**config.mk**
```make
export PLATFORM = sky130hd
export DESIGN_NAME = led_trail_pwm
export DESIGN_NICKNAME = d
export VERILOG_FILES = /design/src/rtl/led_trail_pwm.sv
export SDC_FILE = /design/constraint.sdc
export NUM_CORES = 1
export LEC_CHECK = 0
export CORE_UTILIZATION = 58
export DETAILED_ROUTE_END_ITERATION = 7
export MAX_ROUTING_LAYER = met4
export PLACE_DENSITY_LB_ADDON = 0.05
export SKIP_CTS_REPAIR_TIMING = 1
export SLEW_MARGIN = 20
export SYNTH_ARGS = -nofsm -noshare
export SYNTH_HDL_FRONTEND = slang
export SYNTH_SLANG_ARGS = --single-unit
```
**constraint.sdc**
```tcl
create_clock -name clk -period 1.8 [get_ports clk]
set_clock_uncertainty 0.2 [all_clocks]
set_input_delay 0.27 -clock clk [delete_from_list [all_inputs] [get_ports clk]]
set_output_delay 0.27 -clock clk [all_outputs]
set_load 0.03 [all_outputs]
```
**src/rtl/led_trail_pwm.sv**
```systemverilog
// led_trail_pwm: turns a one-hot bouncing-light position into per-LED PWM with a decaying comet trail,
// and flags any position word that is not exactly one-hot.
module led_trail_pwm #(
  parameter int PWM_BITS   = 4,
  parameter int DECAY_DIV  = 4,
  parameter int DECAY_STEP = 4
) (
  input  logic       clk,
  input  logic       reset,
  input  logic [7:0] pos,
  input  logic       err_clr,
  output logic [7:0] led,
  output logic       onehot_err
);
  localparam int DW = (DECAY_DIV > 1) ? $clog2(DECAY_DIV) : 1;
  localparam logic [PWM_BITS-1:0] MAX = {PWM_BITS{1'b1}};
  localparam logic [PWM_BITS-1:0] STEP = PWM_BITS'(DECAY_STEP);
  localparam logic [DW-1:0] DIV_LAST = DW'(DECAY_DIV - 1);
  logic [PWM_BITS-1:0] pwm_q, pwm_d;
  logic [DW-1:0]       div_q, div_d;
  logic [PWM_BITS-1:0] lvl_q [8];
  logic [PWM_BITS-1:0] lvl_d [8];
  logic [7:0]          led_q, led_d;
  logic                err_q, err_d;
  logic                pwm_max, decay_tick, bad_pos;
  assign pwm_max    = pwm_q == MAX;
  assign decay_tick = pwm_max && div_q == DIV_LAST;
  assign bad_pos    = (pos == 8'h00) || ((pos & (pos - 8'd1)) != 8'h00);
  always_comb begin
    pwm_d = pwm_q + 1'b1;
    div_d = pwm_max ? ((div_q == DIV_LAST) ? '0 : div_q + 1'b1) : div_q;
    err_d = bad_pos ? 1'b1 : (err_clr ? 1'b0 : err_q);
  end
  genvar i;
  generate
    for (i = 0; i < 8; i++) begin : g_lvl
      // load beats decay; decay saturates at zero rather than wrapping
      assign lvl_d[i] = pos[i] ? MAX :
                        decay_tick ? ((lvl_q[i] > STEP) ? lvl_q[i] - STEP : '0) : lvl_q[i];
      assign led_d[i] = (lvl_q[i] == MAX) | (pwm_q < lvl_q[i]);
      always_ff @(posedge clk or negedge reset) begin
        if (!reset) lvl_q[i] <= '0;
        else        lvl_q[i] <= lvl_d[i];
      end
    end
  endgenerate
  always_ff @(posedge clk or negedge reset) begin
    if (!reset) begin
      pwm_q <= '0;
      div_q <= '0;
      led_q <= 8'h00;
      err_q <= 1'b0;
    end else begin
      pwm_q <= pwm_d;
      div_q <= div_d;
      led_q <= led_d;
      err_q <= err_d;
    end
  end
  assign led        = led_q;
  assign onehot_err = err_q;
endmodule

```
==> results.toml <==
[route]
vias = 1842
wirelength_um = 4646
viasPerCell = 5.720
avgRoutedWirePerCell_um = 14.43
antenna_left = 0
drc_errors = 0
drtPass1Iterations = 4
drt_first_iter_violations = 83

[grt]
grt_pass1_wl_um = 8052
antenna_found_initial = 0
grt_pass1_vias = 1777
groute.usage.overall_pct = 26.02
grt_max_degree = 40
overflow = 0

[cts]
clk_path_buf_depth = 2
cts-root-buf = "clkbuf_8"
clk-insertion-delay-late_ps = 290
cts_tree = "done"
cts_made_buffers = 5
cts_sinks = 39
clk_pin_slew_worst_paths_ps = 70
htreeDepth = 2

[die]
dieWidth_um = 66.28
die-area_mm2 = 0.004392
initial_utilization_pct = 63.08
rows = 22
io-pin-count = 20
die_h_um = 66.28
coreArea_mm2 = 0.003799

[pwr]
p_clk_share_pct = 36.9
vdd_ir_drop_max_mv = 0.4529
netSwitchingFraction_pct = 21.97
p_int_mw = 1.191
powerDensity_mw_per_mm2 = 533.6
p_sw_uw = 335.3
seq_power_share_pct = 57.4
combPwrFrac_pct = 5.7
p_leak_nw = 1.375
total_power_mw = 1.526

[finish]
drive_gt1_share_pct = 11.31
fin_nets = 320
postLayoutCoreUtil_pct = 75.30
stdcell_area_mm2 = 0.002860
nFillCells = 279
diodes = 0
syn_to_final_growth_pct = 19.37

[place]
placed_area_mm2 = 0.002759
gp_congestion = 0.7801
hpwl_um = 3509
io_buffers = 19

[timing]
holdWs_ps = 300.1
min_period_over_period_pct = 98.00
grt_setup_unrepaired = "false"
hold_viol = 0
slew_headroom_pct = 66.78
worst-slew-pin-transition_ps = 498.3
clock.fmax_mhz = 566.9
finalSetupViolations = 0
slew_viol_final = 0
period_needed_ps = 1764

[yosys]
synth_common_cells = "dfrtp_1, ha_1, inv_1"
synthTopCellsByArea = "dfrtp_1, ha_1, inv_1"
synth_seq_cells = 39
yosysMostFrequentCell = "dfrtp_1"
synth_edf_count = 0
yosysSeqAreaShare_pct = 40.73
yosys.area.top_type = "dfrtp_1"
avgSynthCellArea_um2 = 10.28
syn_area_mm2 = 0.002396
syn_inst = 233
synth-async-reset-ratio_pct = 100.0
ys_warn_count = 0
synth_top_area_share_pct = 40.73
synth_nets = 280
ys.flop_type = "dfrtp_1"
yosysUniqueCellTypes = 36

[outcome]
status = "complete, no violations"

[critical_path]
worstPathMaxFanout = 1
critPathArrivalTime_ps = 1290
critical-path-top-delay-family = "buffers and inverters"
cp_num_buf_inv = 1
cpPeakStageDelay_ps = 670
slowest_stage = "clkdlybuf4s50_1"
path_cells = "clkdlybuf4s50_1"
crit_type = "flop to output port"
cp-end-kind = "output port"
worst_ep_required_time_ps = 1330
crit_path_start_kind = "flop"

[worst_hold_path]
hp-class = "flop to flop"

[run]
max_cap_viol_count = 0
[area by class of cell]
cell class              instances  area, um^2  area share [%]
multi-input cells             159        1287           45.01
flip-flops and latches         39       975.9           34.12
repair buffers                 36       335.3           11.72
inverters                      32       120.1           4.199
clock buffers                   7       76.32           2.668
well taps                      48       60.06           2.100
clock inverters                 1       5.005          0.1750
[cells in the final DEF (no fill, tap or decap), types with 2 or more instances in the layout]
cell type        count
inv_1               31
clkbuf_8             5
dfrtp_1             39
a211o_1              7
a221o_1              5
nor2_1              18
o32ai_1              3
a21boi_1             5
a21o_1               4
nor3_1              14
ha_1                35
o21ai_1             13
xor2_1               2
or3_1                2
a21boi_0             3
a21oi_1              6
o21ai_0              4
buf_4               15
a41oi_1              5
clkdlybuf4s50_1     15
o21bai_1             7
clkbuf_1             2
nand2b_1             6
dlymetal6s2s_1       3
mux2i_1              5
[path summary, 6_finish.rpt]
| path | from | end | slack (ps) | cells after the start |
|---|---|---|---|---|
| max | led[0]$_DFF_PN0_ | led[0] | 40 | 1 |
| min | div_q[1]$_DFFE_PN0N_ | div_q[1]$_DFFE_PN0N_ | 300 | 1 |
| max reg2reg | pwm_q[1]$_DFF_PN0_ | led[0]$_DFF_PN0_ | 90 | 5 |
| min reg2reg | div_q[1]$_DFFE_PN0N_ | div_q[1]$_DFFE_PN0N_ | 300 | 1 |
| max in group asynchronous | reset | lvl_q[30]$_DFFE_PN0P_ | 700 | 3 |
| min in group asynchronous | reset | lvl_q[6]$_DFFE_PN0P_ | 360 | 3 |
[state kept, by name, summed over array words and instances, names as in the netlist]
register and flops:
div_q 2, led 8, lvl_q 24, onehot_err 1, pwm_q 4
[per-layer routing]
metal	track usage, %	vias up	part of all wire [%]
li1	-	924	-
met1	32.44	886	47
met2	41.96	25	48
met3	5.690	7	3.2
met4	8.777	0	1.6
met5	-	-	0
[through the flow]
stage / TNS [ps] / setup WS (ps) / std cells
after floorplan: 0 / 134.2 / 233
after global placement: -27.77 / -27.77 / 313
after detailed placement: -44.08 / -44.08 / 313
after CTS: -27.46 / -27.46 / 321
after global routing: 0 / 1.298 / 322
final: 0 / 36.05 / 322
[kinds of logic after synthesis]
kind of cell,after synthesis,share of synthesized area [%]
adder cells (fa/ha/maj),37,19.22
flip-flops,39,40.73
AND/OR/NAND/NOR,46,10.23
multiplexers,6,2.559
AO/OA/AOI/OAI,67,20.52
buffers and inverters,35,5.639
XOR/XNOR,3,1.097
[power by group through the flow]
stage,clock [mW],combinational (mW),sequential (mW)
6_report,0.563,0.0870,0.876
5_1_grt,0.621,0.0975,0.876
2_1_floorplan,0,0.0188,0.894
4_1_cts,0.584,0.0876,0.876
3_5_place_dp,0,0.0874,0.893
3_3_place_gp,0,0.0870,0.893
No activity file was read; power rests on OpenSTA's default activity.
